### src/rtl/lane_ser_pkg.sv
// lane_ser_pkg: shared encodings, frame lengths and FSM states for the multi-lane serializer.
package lane_ser_pkg;

    localparam logic [1:0] GS_SHORT = 2'b00;
    localparam logic [1:0] GS_LONG  = 2'b01;
    localparam logic [1:0] GS_MID   = 2'b10;
    localparam logic [1:0] GS_ALT   = 2'b11;

    localparam int LEN_SHORT = 8;
    localparam int LEN_MID   = 66;
    localparam int LEN_LONG  = 132;

    typedef enum logic {IDLE, SHIFT} ser_state_t;

    function automatic int unsigned frame_len(input logic [1:0] gs);
        return (gs == GS_LONG) ? LEN_LONG : (gs == GS_MID) ? LEN_MID : LEN_SHORT;
    endfunction

endpackage

### src/rtl/lane_shift_unit.sv
// lane_shift_unit: one lane's shift register and registered serial bit, LSB first.
module lane_shift_unit #(
    parameter int DATA_W = 132
) (
    input  logic              clk,
    input  logic              rst,
    input  logic              load,
    input  logic              advance,
    input  logic [DATA_W-1:0] word,
    output logic              ser
);

    logic [DATA_W-1:0] sr;

    // Bit 0 leaves directly on load, so the register keeps the word pre-shifted by one.
    always_ff @(posedge clk) begin
        if (load)
            sr <= word >> 1;
        else if (advance)
            sr <= sr >> 1;
    end

    always_ff @(posedge clk or negedge rst) begin
        if (!rst)
            ser <= 1'b0;
        else
            ser <= load ? word[0] : advance ? sr[0] : 1'b0;
    end

endmodule

### src/rtl/multi_lane_serializer.sv
// multi_lane_serializer: double-buffered parallel-to-serial converter driving NUM_LANES
// bit-aligned lanes with selectable frame length and scrambler sideband strobes.
module multi_lane_serializer
    import lane_ser_pkg::*;
#(
    parameter int NUM_LANES = 2,
    parameter int DATA_W    = 132
) (
    input  logic                        clk,
    input  logic                        rst,
    input  logic                        enable,
    input  logic [1:0]                  gen_speed,
    input  logic [NUM_LANES*DATA_W-1:0] tx_data,
    input  logic                        tx_valid,
    output logic                        tx_ready,
    output logic [NUM_LANES-1:0]        lane_tx_out,
    output logic                        enable_scr,
    output logic                        scr_rst,
    output logic                        underrun
);

    localparam int CNT_W = $clog2(DATA_W + 1);

    ser_state_t                  state, state_nxt;
    logic [CNT_W-1:0]            cnt, cnt_nxt;
    logic [CNT_W-1:0]            lq, lq_nxt;
    logic                        hold_full, hold_full_nxt;
    logic [NUM_LANES*DATA_W-1:0] hold;
    logic                        accept, at_end, load, advance, ending;

    assign tx_ready = rst & enable & ~hold_full;
    assign accept   = tx_valid & tx_ready;

    // A frame ending with a word waiting reloads on the same edge, so frames abut.
    always_comb begin
        at_end        = (state == SHIFT) && (cnt == lq);
        load          = enable && hold_full && ((state == IDLE) || at_end);
        advance       = enable && (state == SHIFT) && !at_end;
        ending        = enable && at_end && !hold_full;
        state_nxt     = !enable ? IDLE : load ? SHIFT : ending ? IDLE : state;
        cnt_nxt       = (!enable || ending) ? '0 : load ? CNT_W'(1) : advance ? cnt + CNT_W'(1) : cnt;
        lq_nxt        = load ? CNT_W'(frame_len(gen_speed)) : lq;
        hold_full_nxt = !enable ? 1'b0 : accept ? 1'b1 : load ? 1'b0 : hold_full;
    end

    always_ff @(posedge clk or negedge rst) begin
        if (!rst) begin
            state      <= IDLE;
            cnt        <= '0;
            lq         <= CNT_W'(LEN_SHORT);
            hold_full  <= 1'b0;
            enable_scr <= 1'b0;
            scr_rst    <= 1'b0;
            underrun   <= 1'b0;
        end else begin
            state      <= state_nxt;
            cnt        <= cnt_nxt;
            lq         <= lq_nxt;
            hold_full  <= hold_full_nxt;
            enable_scr <= load | advance;
            scr_rst    <= load;
            underrun   <= ending;
        end
    end

    always_ff @(posedge clk) begin
        if (accept)
            hold <= tx_data;
    end

    for (genvar i = 0; i < NUM_LANES; i++) begin : g_lane
        lane_shift_unit #(.DATA_W(DATA_W)) u_lane (
            .clk     (clk),
            .rst     (rst),
            .load    (load),
            .advance (advance),
            .word    (hold[i*DATA_W +: DATA_W]),
            .ser     (lane_tx_out[i])
        );
    end

endmodule
### config.mk
export PLATFORM = sky130hd
export DESIGN_NAME = multi_lane_serializer
export DESIGN_NICKNAME = d
export VERILOG_FILES = /design/src/rtl/lane_ser_pkg.sv /design/src/rtl/lane_shift_unit.sv /design/src/rtl/multi_lane_serializer.sv
export SDC_FILE = /design/constraint.sdc
export NUM_CORES = 1
export LEC_CHECK = 0
export ABC_AREA = 1
export CAP_MARGIN = 20
export CORE_MARGIN = 1
export CORE_UTILIZATION = 51
export CTS_BUF_LIST = sky130_fd_sc_hd__clkbuf_8 sky130_fd_sc_hd__clkbuf_16
export CTS_CLUSTER_DIAMETER = 80
export CTS_CLUSTER_SIZE = 8
export DETAILED_ROUTE_END_ITERATION = 16
export GPL_TIMING_DRIVEN = 1
export PLACE_DENSITY = 0.75
export SLEW_MARGIN = 10
export SYNTH_ARGS = -nofsm -noshare
export SYNTH_HDL_FRONTEND = slang
export SYNTH_HIERARCHICAL = 1
export SYNTH_SLANG_ARGS = --single-unit
export TNS_END_PERCENT = 10
### constraint.sdc
create_clock -name clk -period 7.3 [get_ports clk]
set_clock_uncertainty 0.1 [all_clocks]
set_input_delay 1.095 -clock clk [delete_from_list [all_inputs] [get_ports clk]]
set_output_delay 1.095 -clock clk [all_outputs]
set_load 0.03 [all_outputs]
# ---- Word level (Yosys, flattened, before mapping)
# Cells that the tools add are included.
dict set report word_totals {
  ff_bits 549
}
dict set report classes {
  n_addsub 1
  n_mux 19
  reduce_logical 14
  bitwise 6
  eq_ne 5
}
# op count
set ops {}
lappend ops {{$mux W131} 4}
lappend ops {{$mux W8} 4}
lappend ops {{$mux W1} 10}
lappend ops {{$add A8 B1 Y8 const B} 1}
lappend ops {{$eq A8 B8 Y1} 1}
lappend ops {{$logic_and A1 B1 Y1} 7}
lappend ops {{$mux W7} 1}
lappend ops {{$ne A3 B1 Y1 const B} 2}
lappend ops {{$and A1 B1 Y1} 3}
lappend ops {{$logic_not A1 Y1} 3}
lappend ops {{$reduce_bool A3 Y1} 1}
lappend ops {{$eq A2 B1 Y1 const B} 1}
lappend ops {{$eq A2 B2 Y1 const B} 1}
lappend ops {{$logic_or A1 B1 Y1} 2}
lappend ops {{$not A1 Y1} 2}
lappend ops {{$reduce_bool A2 Y1} 1}
lappend ops {{$or A1 B1 Y1} 1}

# ---- Logic depth before layout (Yosys ltp)
# Gate-level depths: netlist (run 1).
dict set report depth {
  word_depth 7
  ltp_mapped 14
  depth_no_buf 11
}

# ---- By module
# Netlist (run 1), hierarchy kept.
# module seq_area_each_um2 area_per_inst_um2 cells_each instances
set modules_own_cells {}
lappend modules_own_cells {lane_shift_unit 3958.8 5683.0 558 2}
lappend modules_own_cells {multi_lane_serializer 8329.2 8853.5 374 1}

# ---- Least setup slack after synthesis (run 1)
# OpenSTA, ideal clock, no wires.
dict set report synth_timing {
  path_type {input to register}
  start {in rst}
  end {reg hold[0] (enable)}
  path_slack_ps -206
  required_ps 6587
  path_stages 4
  arrival_ps 6793
  path_cell_list {nand2_1 nor2_1 nand2_1 inv_1}
}
dict set report synth_via {
  elab_chain_len 3
}
# item line_no
set synth_rtl {}
lappend synth_rtl {{start, declared} multi_lane_serializer.sv:10} ;# input logic rst,
lappend synth_rtl {{$and A1 B1 Y1 (2 in a row)} multi_lane_serializer.sv:31} ;# assign tx_ready = rst & enable & ~hold_full;
lappend synth_rtl {{named net tx_ready} multi_lane_serializer.sv:15} ;# output logic tx_ready,
lappend synth_rtl {{$and A1 B1 Y1} multi_lane_serializer.sv:32} ;# assign accept = tx_valid & tx_ready;
lappend synth_rtl {{named net accept} multi_lane_serializer.sv:29} ;# logic accept, at_end, load, advance, ending;
lappend synth_rtl {{end signal, assigned} multi_lane_serializer.sv:68} ;# hold <= tx_data;
lappend synth_rtl {{end, declared} multi_lane_serializer.sv:28} ;# logic [NUM_LANES*DATA_W-1:0] hold;
# The timed path passes the listed nets, and every way through them passes these cells.
# A chain may end at the register's enable or synchronous reset.

# ---- Worst setup path in the final report (run 1)
dict set report layout_timing {
  start {in rst}
  end {out tx_ready}
}
dict set report layout_via {
  elab_chain_len 2
}
# item line_no
set layout_rtl {}
lappend layout_rtl {{$and A1 B1 Y1 (2 in a row)} multi_lane_serializer.sv:31}
lappend layout_rtl {{end, declared} multi_lane_serializer.sv:15}
# No other way between the ends.

==> metrics.md, run 1 <==
| Metric | Value |
|---|---|
| CTS Buffer Depth | `3` |
| Core Region | `38920 um^2` |
| Layout net count | `2068` |
| Worst Hold Launch | `hold[0]` |
| Row count | `72` |
| Util after Layout | `65.09%` |
| Sequential area share after synthesis | `80.35%` |
| Initial antenna violation count | `2` |
| Crit path buf inv count | `2` |
| Relative slew slack | `29.18%` |
| Routed WL | `38.43 mm` |
| Io pins | `276` |
| Largest net degree at the start of global routing | `146` |
| Cells on worst reg2reg path | `10` |
| Period utilisation layout | `62.05%` |
| Element type at the critical path end | `primary output` |
| Tot Pwr | `7.019 mW` |
| CP Max Fanout | `19` |
| Worst endpoint data arrival time | `3330 ps` |
| Most frequent cells in the layout | `nand2_1 (820), edfxtp_1 (526), clkdlybuf4s50_1 (275)` |
| Hold Violations, Final | `0` |
| Critical path's most frequent cell | `clkdlybuf4s50_1` |
| Final setup margin | `2771 ps` |
| Leakage power | `9.753 nW` |
| Worst Setup Path Type | `in -> out` |
| PostCTS Resize Cnt | `0` |
| CP Data Required Time | `6110 ps` |
| Status | `completed` |
| Clk Latency, worst-skew pair | `580 ps` |
| Mean Syn Cell Area | `13.57 um^2` |
| Root buf cell | `clkbuf_16` |
| FMAX | `0.2208 GHz` |
| Via count | `11450` |
| Placer Congestion | `0.7800` |
| Post-route DRC | `0` |
| Post-synthesis register bit count | `544` |
| Cell taking the most area after synthesis | `edfxtp_1` |
| Fraction of layout cells with a size suffix above 1 | `6.178%` |
| Die height | `201.1 um` |
| CTS tree | `done` |
| Largest delay share family, worst path | `buffers and inverters` |
| Setup TNS | `0 ps` |
| Reg-to-reg slack, setup | `3850 ps` |
| PortBufs | `275` |
| First-pass GRT wire length | `60.82 mm` |
| Setup violators final | `0` |
| Slowest CP cell | `clkdlybuf4s50_1` |
| Filler instances | `2819` |
| Router iterations before antenna repair | `5` |
| Clock transition at path regs | `50 ps` |
| Crit-path cells | `clkdlybuf4s50_1 -> nand2_1 -> nor2_1 -> clkdlybuf4s50_1` |
| # hold bufs at CTS | `0` |
| Vias in the first global route | `11770` |
| Unrepaired setup endpoints after global routing | `false` |
| Worst slew pin tran | `1062 ps` |
| Worst Hold Endpoint | `g_lane[0].u_lane/ser` |
| Commonest non-fill, non-tap cell in the layout | `nand2_1` |
| Pre-CTS setup slack | `2711 ps` |
| Final HPWL DP | `23.43 mm` |
| Share of the synthesized area in the top cell type | `78.12%` |
| YS warnings | `6` |
| DR vias/cell | `4.908` |
| Post-synthesis cell count | `1490` |
| Die X-Extent | `201.1 um` |
| Final Max Slew Viols | `0` |
| CP startpoint kind | `input pin` |
| Drt initial violations | `737` |
| Area Growth Syn to Fin | `25.29%` |
| WL/cell | `16.47 um` |
| Hold path cells | `2` |
| Top post-synthesis cells by area | `edfxtp_1 (78%), nand2_1 (15%), dfrtp_1 (2.1%)` |
| Min Tclk post-route | `4529 ps` |
| TritonCTS buffer count | `77` |
| Post-CTS Setup Inserts | `0` |
| Max-cap violations | `0` |
| FF-to-FF Start | `lq[3]` |
| Largest stage delay, worst path | `1060 ps` |
| Critical R2R Capture | `g_lane[1].u_lane/sr[90]` |
| VDD IR-drop max | `0.1688 mV` |
| Type of the worst min-delay path | `reg -> reg` |
| Synthesized area | `20220 um^2` |
| Initial Util | `51.95%` |
| Syn nets | `1763` |
| Die area | `40450 um^2` |
| Gr ovfl total | `0` |
| Tot GR Track Use | `19.29%` |
| PD cells | `277.1 nW/um^2` |
| Layout Cells excl Fill | `2333` |
| Routed Antenna Nets | `0` |
| # placed instances | `2234` |
| Clock Sink Count | `544` |
| H-tree depth | `3` |
| Count of cell types in the netlist | `28` |
[report_power, final]
group	internal (mW)	switching, mW	total, mW
Clock	1.90	1.19	3.09
Combinational	0.171	0.173	0.344
Sequential	3.56	0.0303	3.59
Total	5.63	1.39	7.02
[cell families (layout without fill, tap and decap cells)]
group / after synthesis / count (layout) / synth area share (%)
and+or+nand+nor: 848 / 848 / 16.17
DFF: 544 / 544 / 80.35
buffers and inverters: 81 / 404 / 2.803
AOI/OAI and AO/OA: 9 / 9 / 0.2723
xor gates and xnor gates: 5 / 5 / 0.2166
adders and majority gates: 3 / 3 / 0.1857
other: 0 / 2 / 0
[metrics by stage]
step	hold WS [ps]	instance area (um^2)
5_1_grt	390.7	25330
3_5_place_dp	350.8	23250
2_1_floorplan	325.6	20220
6_report	361.0	25330
4_1_cts	363.7	25330
3_3_place_gp	334.3	23250
[cell type report]
class                   count  area [um^2]  area share (%)
repair buffers            286         2848           11.24
clock buffers              79         1977           7.804
multi-input cells         865         3411           13.46
well taps                 518        648.1           2.558
clock inverters            18        102.6          0.4050
diodes                      2        5.005         0.01976
inverters                  21        95.09          0.3754
flip-flops and latches    544        16250           64.13
[how the worst max path moves through the flow]
stage | depth (start not counted) | startpoint | end
floorplan | 4 | rst | hold[0]
global placement | 4 | rst | tx_ready
detailed placement | 7 | enable | g_lane[0].u_lane/sr[130]
CTS | 4 | rst | tx_ready
global route | 4 | rst | tx_ready
finish | 4 | rst | tx_ready
[worst register-to-register path, cell delays in order, from the launching register on]
cell     delay (ps)
dfstp_2         530
inv_1            40
nand2_1          40
nand2_1          60
nor2_2          130
nand3_4         120
nand2_2         110
nand2_4          90
inv_8           360
or2_4           920
buf_4           590
[per-layer routing]
layer	vias up	part of all wire [%]	track usage [%]
li1	5606	-	-
met1	5489	42	24.98
met2	288	50	31.83
met3	67	5.1	4.422
met4	0	2.5	7.443
met5	-	0	0
[registers in the layout, indices dropped and copies added (netlist names)]
register	cells
g_lane.u_lane/sr	262
state	1
scr_rst	1
hold_full	1
g_lane.u_lane/ser	2
underrun	1
cnt	8
lq	3
enable_scr	1
hold	264
[cells in the mapped netlist]
cell and number:
nor2_1 4, dfstp_2 1, nand3_1 8, a21boi_2 1, or2_2 2, nor3_1 2, a21oi_2 1, nand2_2 2
nand3_4 3, a21oi_1 5, ha_1 3, clkbuf_1 4, o21ai_0 2, nand2_4 1, edfxtp_1 526, buf_6 20
buf_4 19, nand2_1 820, nand4_1 4, dfrtp_1 17, inv_4 2, inv_1 17, inv_2 1, nor2_2 2
clkinv_4 1, xor2_1 5, buf_8 1, buf_2 16
Power figures use the tool's default switching activity.
==> run 2, diff against run 1 <==
==> constraint.sdc (replaced) <==
create_clock -name clk -period 4.47 [get_ports clk]
set_clock_uncertainty 0.1 [all_clocks]
set_input_delay 0.6705 -clock clk [delete_from_list [all_inputs] [get_ports clk]]
set_output_delay 0.6705 -clock clk [all_outputs]
set_load 0.03 [all_outputs]
==> run 2 against run 1 <==
Compared with the run above: worst setup slack worse by 1300 ps; combinational power grew 69%; register-to-register slack got worse by 2400 ps; highest routed layer is now met5.
==> metrics.md, run 2 (synthesis gave the netlist of run 1 again) <==
| Metric | Value |
|---|---|
| Status | `completed (unchanged)` |
| Largest register by flop count | `hold (unchanged)` |
| Critical path's most frequent cell | `clkdlybuf4s50_1 (unchanged)` |
| FF-to-FF Start | `lq[3] (unchanged)` |
| Routed Antenna Nets | `0 (unchanged)` |
| Reg-to-reg slack, setup | `1490 ps (was 3850 ps)` |
| Placer Congestion | `0.7875 (was 0.7800)` |
| Hold Violations, Final | `0 (unchanged)` |
| Vias in the first global route | `11930 (was 11770)` |
| PostCTS Resize Cnt | `0 (unchanged)` |
| Fraction of layout cells with a size suffix above 1 | `6.910% (was 6.178%)` |
| Final Max Slew Viols | `0 (unchanged)` |
| Largest net degree at the start of global routing | `104 (was 146)` |
| Worst Setup Path Type | `in -> out (unchanged)` |
| PortBufs | `275 (unchanged)` |
| CP startpoint kind | `input pin (unchanged)` |
| CP Max Fanout | `2 (was 19)` |
| Row count | `72 (unchanged)` |
| Max-cap violations | `0 (unchanged)` |
| Initial Util | `51.95% (unchanged)` |
| Commonest non-fill, non-tap cell in the layout | `nand2_1 (unchanged)` |
| Post-CTS Setup Inserts | `0 (unchanged)` |
| Area Growth Syn to Fin | `26.62% (was 25.29%)` |
| Critical R2R Capture | `g_lane[0].u_lane/sr[96] (was g_lane[1].u_lane/sr[90])` |
| WL/cell | `16.30 um (was 16.47 um)` |
| Worst slew pin tran | `1025 ps (was 1062 ps)` |
| DR vias/cell | `4.891 (was 4.908)` |
| Crit-path cells | `clkdlybuf4s50_1 -> nand2_8 -> nor2_4 -> clkdlybuf4s50_1 (was clkdlybuf4s50_1 -> nand2_1 -> nor2_1 -> clkdlybuf4s50_1)` |
| First-pass GRT wire length | `61.82 mm (was 60.82 mm)` |
| Largest delay share family, worst path | `buffers and inverters (unchanged)` |
| Layout net count | `2079 (was 2068)` |
| Hold path cells | `2 (unchanged)` |
| Cells on worst reg2reg path | `11 (was 10)` |
| Type of the worst min-delay path | `reg -> reg (unchanged)` |
| CP Data Required Time | `3700 ps (was 6110 ps)` |
| Clk Latency, worst-skew pair | `590 ps (was 580 ps)` |
| Setup TNS | `0 ps (unchanged)` |
| Setup violators final | `0 (unchanged)` |
| Worst Hold Endpoint | `g_lane[1].u_lane/ser (was g_lane[0].u_lane/ser)` |
| Routed WL | `38.44 mm (was 38.43 mm)` |
| CTS Buffer Depth | `3 (unchanged)` |
| Router iterations before antenna repair | `5 (unchanged)` |
| Filler instances | `2745 (was 2819)` |
| Die area | `40450 um^2 (unchanged)` |
| Die X-Extent | `201.1 um (unchanged)` |
| PD cells | `451.0 nW/um^2 (was 277.1 nW/um^2)` |
| Biggest regs | `hold (264), g_lane.u_lane/sr (262), cnt (8) (unchanged)` |
| Post-route DRC | `0 (unchanged)` |
| Core Region | `38920 um^2 (unchanged)` |
| Leakage power | `9.909 nW (was 9.753 nW)` |
| Gr ovfl total | `0 (unchanged)` |
| H-tree depth | `3 (unchanged)` |
| Root buf cell | `clkbuf_16 (unchanged)` |
| Via count | `11530 (was 11450)` |
| Initial antenna violation count | `3 (was 2)` |
| # hold bufs at CTS | `0 (unchanged)` |
| Final HPWL DP | `23.73 mm (was 23.43 mm)` |
| Tot GR Track Use | `19.61% (was 19.29%)` |
| Die height | `201.1 um (unchanged)` |
| Clock transition at path regs | `50 ps (about the same)` |
| Period utilisation layout | `66.97%` |
| Util after Layout | `65.79% (was 65.09%)` |
| Relative slew slack | `31.65% (was 29.18%)` |
| FMAX | `0.3341 GHz` |
| Worst endpoint data arrival time | `2220 ps (was 3330 ps)` |
| Unrepaired setup endpoints after global routing | `false (unchanged)` |
| Most frequent cells in the layout | `nand2_1 (818), edfxtp_1 (526), clkdlybuf4s50_1 (275) (was nand2_1 (820), edfxtp_1 (526), clkdlybuf4s50_1 (275))` |
| Crit path buf inv count | `2 (unchanged)` |
| TritonCTS buffer count | `77 (unchanged)` |
| Min Tclk post-route | `2993 ps` |
| Slowest CP cell | `clkdlybuf4s50_1 (unchanged)` |
| VDD IR-drop max | `0.3210 mV (was 0.1688 mV)` |
| Clock Sink Count | `544 (unchanged)` |
| Element type at the critical path end | `primary output (unchanged)` |
| Largest stage delay, worst path | `690 ps (was 1060 ps)` |
| Io pins | `276 (unchanged)` |
| Drt initial violations | `940 (was 737)` |
| Worst Hold Launch | `hold[132] (was hold[0])` |
| Number of flip-flops in the largest register | `264 (unchanged)` |
| CTS tree | `done (unchanged)` |
[run 2: cell count changes in the layout (fill, tap and decap cells not counted), sizes merged]
cell and delta:
buf +11, clkbuf -2, inv +16
[run 2: worst register-to-register path, delay by kind of cell (launching register included)]
| kind | cells | cell delay [ps] |
|---|---|---|
| flops | 1 | 540 |
| buf+inv | 3 | 1260 |
| simple gates | 8 | 910 |
[run 2: routing by layer]
metal	wire length (um)	part of all wire (%)	global-route usage (%)	up-vias
met4	1510	3.9	9.924	2
met1	16000	42	25.17	5491
met2	19240	50	32.09	309
met5	11	0.029	0	-
li1	-	-	-	5639
met3	1679	4.4	3.725	91
[run 2: how the worst max path moves through the flow]
stage	start	to	cells past startpoint
global placement	enable	g_lane[0].u_lane/sr[8]	9
floorplan	rst	hold[0]	4
global route	lq[3]	g_lane[0].u_lane/sr[103]	12
detailed placement	enable	g_lane[0].u_lane/sr[109]	10
finish	rst	tx_ready	4
CTS	rst	tx_ready	4
[run 2: cell type report]
| type | instances | area [um^2] | area share, % |
|---|---|---|---|
| flip-flops and latches | 544 | 16250 | 63.46 |
| multi-input cells | 865 | 3437 | 13.42 |
| repair buffers | 297 | 3043 | 11.89 |
| clock buffers | 77 | 1927 | 7.526 |
| well taps | 518 | 648.1 | 2.532 |
| clock inverters | 34 | 200.2 | 0.7819 |
| inverters | 21 | 95.09 | 0.3714 |
| diodes | 2 | 5.005 | 0.01955 |
[run 2: power by group]
group | total [mW] | switching (mW) | internal [mW]
Clock | 5.11 | 2.03 | 3.08
Combinational | 0.582 | 0.285 | 0.297
Sequential | 5.86 | 0.0504 | 5.81
Total | 11.5 | 2.37 | 9.18
[run 2: per-stage QoR]
stage / setup WS (ps) / total power [mW] / instance area, um^2 / std cells / hold WS [ps]
after CTS: 1472 / 11.69 / 25600 / 2356 / 358.1
after floorplan: -839.6 / 6.198 / 20250 / 1490 / 274.9
final: 1477 / 11.55 / 25600 / 2358 / 355.1
after detailed placement: 928.6 / 6.539 / 23470 / 2245 / 342.6
after global routing: 1206 / 11.95 / 25600 / 2357 / 385.5
after global placement: 996.8 / 6.517 / 23470 / 2245 / 333.8
==> run 3, diff against run 2 <==
==> constraint.sdc (replaced) <==
create_clock -name clk -period 2.85 [get_ports clk]
set_clock_uncertainty 0.1 [all_clocks]
set_input_delay 0.4275 -clock clk [delete_from_list [all_inputs] [get_ports clk]]
set_output_delay 0.4275 -clock clk [all_outputs]
set_load 0.03 [all_outputs]
==> run 3 against run 2 <==
Compared with the run above: routed wire length up 0.45%; final cell count about the same; power up 57%; non-clock buffer count unchanged; first-iteration DRC count down 13%; worst hold slack worse by 51 ps; clock-buffer cell count up 3; core utilization up 0.24 points; critical path depth up 6; die area unchanged; worst setup slack worse by 940 ps; critical endpoint is now g_lane[0].u_lane/sr[93]; largest cell class unchanged.
==> metrics.md, run 3 (synthesis gave the netlist of run 1 again) <==
| Metric | Value |
|---|---|
| Status | `completed (unchanged)` |
| CP startpoint kind | `flip-flop (was input pin)` |
| FF-to-FF Start | `lq[3] (unchanged)` |
| WL/cell | `16.37 um (was 16.30 um)` |
| DP Area | `23540 um^2 (was 23470 um^2)` |
| Internal power | `14.53 mW (was 9.180 mW)` |
| Row count | `72 (unchanged)` |
| TritonCTS buffer count | `77 (unchanged)` |
| Vias in the first global route | `11870 (was 11930)` |
| First-pass GRT wire length | `61.21 mm (was 61.82 mm)` |
| Largest register by flop count | `hold (unchanged)` |
| Max-cap violations | `0 (unchanged)` |
| Tot Pwr | `18.17 mW (was 11.55 mW)` |
| Post-route DRC | `0 (unchanged)` |
| Net Sw Frac | `20.01% (was 20.50%)` |
| Die height | `201.1 um (unchanged)` |
| Setup TNS | `0 ps (unchanged)` |
| Clock power frac | `44.3% (was 44.2%)` |
| Setup violators final | `0 (unchanged)` |
| Die area | `40450 um^2 (unchanged)` |
| Io pins | `276 (unchanged)` |
| Layout Cells excl Fill | `2359 (was 2358)` |
| Number of flip-flops in the largest register | `264 (unchanged)` |
| Biggest regs | `hold (264), g_lane.u_lane/sr (262), cnt (8) (unchanged)` |
| Tot GR Track Use | `19.50% (was 19.61%)` |
| Fraction of layout cells with a size suffix above 1 | `6.960% (was 6.910%)` |
| CTS Buffer Depth | `3 (unchanged)` |
| Type of the worst min-delay path | `in -> reg (was reg -> reg)` |
| Placer Congestion | `0.7812 (was 0.7875)` |
| CP Max Fanout | `89 (was 2)` |
| Die X-Extent | `201.1 um (unchanged)` |
| Sequential share of power | `50.6% (was 50.7%)` |
| Unrepaired setup endpoints after global routing | `false (unchanged)` |
| Critical R2R Capture | `g_lane[0].u_lane/sr[93] (was g_lane[0].u_lane/sr[96])` |
| Reg-to-reg slack, setup | `530 ps (was 1490 ps)` |
| Post-CTS Setup Inserts | `0 (unchanged)` |
| Pre-CTS setup slack | `303.5 ps (was 928.6 ps)` |
| Period utilisation layout | `81.27%` |
| Min Tclk post-route | `2316 ps` |
| Area Growth Syn to Fin | `27.09% (was 26.62%)` |
| Drt initial violations | `817 (was 940)` |
| PD cells | `707.1 nW/um^2 (was 451.0 nW/um^2)` |
| Worst setup path end | `g_lane[0].u_lane/sr[93] (was tx_ready)` |
| VDD IR-drop max | `0.4335 mV (was 0.3210 mV)` |
| Final Max Slew Viols | `0 (unchanged)` |
| CP Data Required Time | `2950 ps (was 3700 ps)` |
| Fin Hold WS | `303.7 ps (was 355.1 ps)` |
| Most frequent cells in the layout | `nand2_1 (818), edfxtp_1 (526), clkdlybuf4s50_1 (274) (was nand2_1 (818), edfxtp_1 (526), clkdlybuf4s50_1 (275))` |
| Via count | `11630 (was 11530)` |
| Filler instances | `2809 (was 2745)` |
| Worst slew pin tran | `673.6 ps (was 1025 ps)` |
| Sequential cell area | `16250 um^2 (unchanged)` |
| Clock Sink Count | `544 (unchanged)` |
| Gr ovfl total | `0 (unchanged)` |
| PostCTS Resize Cnt | `0 (unchanged)` |
| # placed instances | `2245 (unchanged)` |
| Gate power share | `5.1% (was 5.0%)` |
| FMAX | `0.4318 GHz` |
| Largest net degree at the start of global routing | `141 (was 104)` |
| Final HPWL DP | `23.82 mm (was 23.73 mm)` |
| Final setup margin | `533.9 ps (was 1477 ps)` |
| Layout net count | `2079 (unchanged)` |
| Worst endpoint data arrival time | `2420 ps (was 2220 ps)` |
| Initial antenna violation count | `3 (unchanged)` |
| Leakage power | `9.948 nW (was 9.909 nW)` |
| Util after Layout | `66.03% (was 65.79%)` |
| CTS tree | `done (unchanged)` |
| Initial Util | `51.95% (unchanged)` |
| Clock transition at path regs | `50 ps (about the same)` |
| Final instance area | `25700 um^2 (was 25600 um^2)` |
| Core Region | `38920 um^2 (unchanged)` |
| Routed Antenna Nets | `0 (unchanged)` |
| Router iterations before antenna repair | `5 (unchanged)` |
| Commonest non-fill, non-tap cell in the layout | `nand2_1 (unchanged)` |
| Relative slew slack | `55.09% (was 31.65%)` |
| H-tree depth | `3 (unchanged)` |
| DR vias/cell | `4.930 (was 4.891)` |
| Clk Latency, worst-skew pair | `580 ps (was 590 ps)` |
| Worst Hold Launch | `tx_data[155] (was hold[132])` |
| Routed WL | `38.61 mm (was 38.44 mm)` |
| Cells on worst reg2reg path | `10 (was 11)` |
| # hold bufs at CTS | `0 (unchanged)` |
| Worst Setup Path Type | `reg -> reg (was in -> out)` |
| Worst Setup SP | `lq[3] (was rst)` |
| Hold Violations, Final | `0 (unchanged)` |
| P_sw | `3.636 mW (was 2.367 mW)` |
| PortBufs | `275 (unchanged)` |
| Element type at the critical path end | `flip-flop (was primary output)` |
| Multi-input logic area | `3437 um^2 (unchanged)` |
| Root buf cell | `clkbuf_16 (unchanged)` |
-- run 3: cell types whose count changed in the layout (fill, tap and decap cells not counted) --
cell,before,now
clkdlybuf4s50_1,275,274
inv_1,43,44
clkbuf_16,77,80
buf_4,12,7
inv_16,2,0
buf_12,10,16
clkinv_8,2,1
-- run 3: power by group through the flow --
stage | sequential, mW | clock, mW | combinational (mW)
2_1_floorplan | 9.34 | 0 | 0.378
3_3_place_gp | 9.33 | 0 | 0.906
3_5_place_dp | 9.33 | 0 | 0.933
4_1_cts | 9.19 | 8.26 | 0.940
5_1_grt | 9.20 | 8.55 | 1.01
6_report | 9.19 | 8.06 | 0.924
-- run 3: area by class of cell --
cell class,instances,share of cell area [%]
diodes,2,0.01948
clock inverters,32,0.5745
clock buffers,80,7.790
repair buffers,297,12.12
flip-flops and latches,544,63.22
well taps,518,2.522
multi-input cells,865,13.38
inverters,21,0.3700
-- run 3: worst min path at each step --
stage / endpoint / cells after the start
floorplan: cnt[0] / 0
global placement: g_lane[0].u_lane/ser / 2
detailed placement: g_lane[0].u_lane/ser / 2
CTS: hold[263] / 1
global route: hold[10] / 1
finish: hold[155] / 1
-- run 3: per-layer routing --
layer | global-route usage, % | wire length, um
met5 | 0 | 12
met4 | 9.242 | 1476
met3 | 4.146 | 1847
met2 | 32.62 | 19740
met1 | 24.32 | 15540
-- run 3: worst max-delay path: stages (launching register included) --
cell	delay, ps
dfstp_2	540
inv_1	40
nand2_1	50
nand2_1	60
nor2_2	120
nand3_4	120
nand2_2	100
nand2_4	80
inv_8	110
or2_4	160
buf_12	360
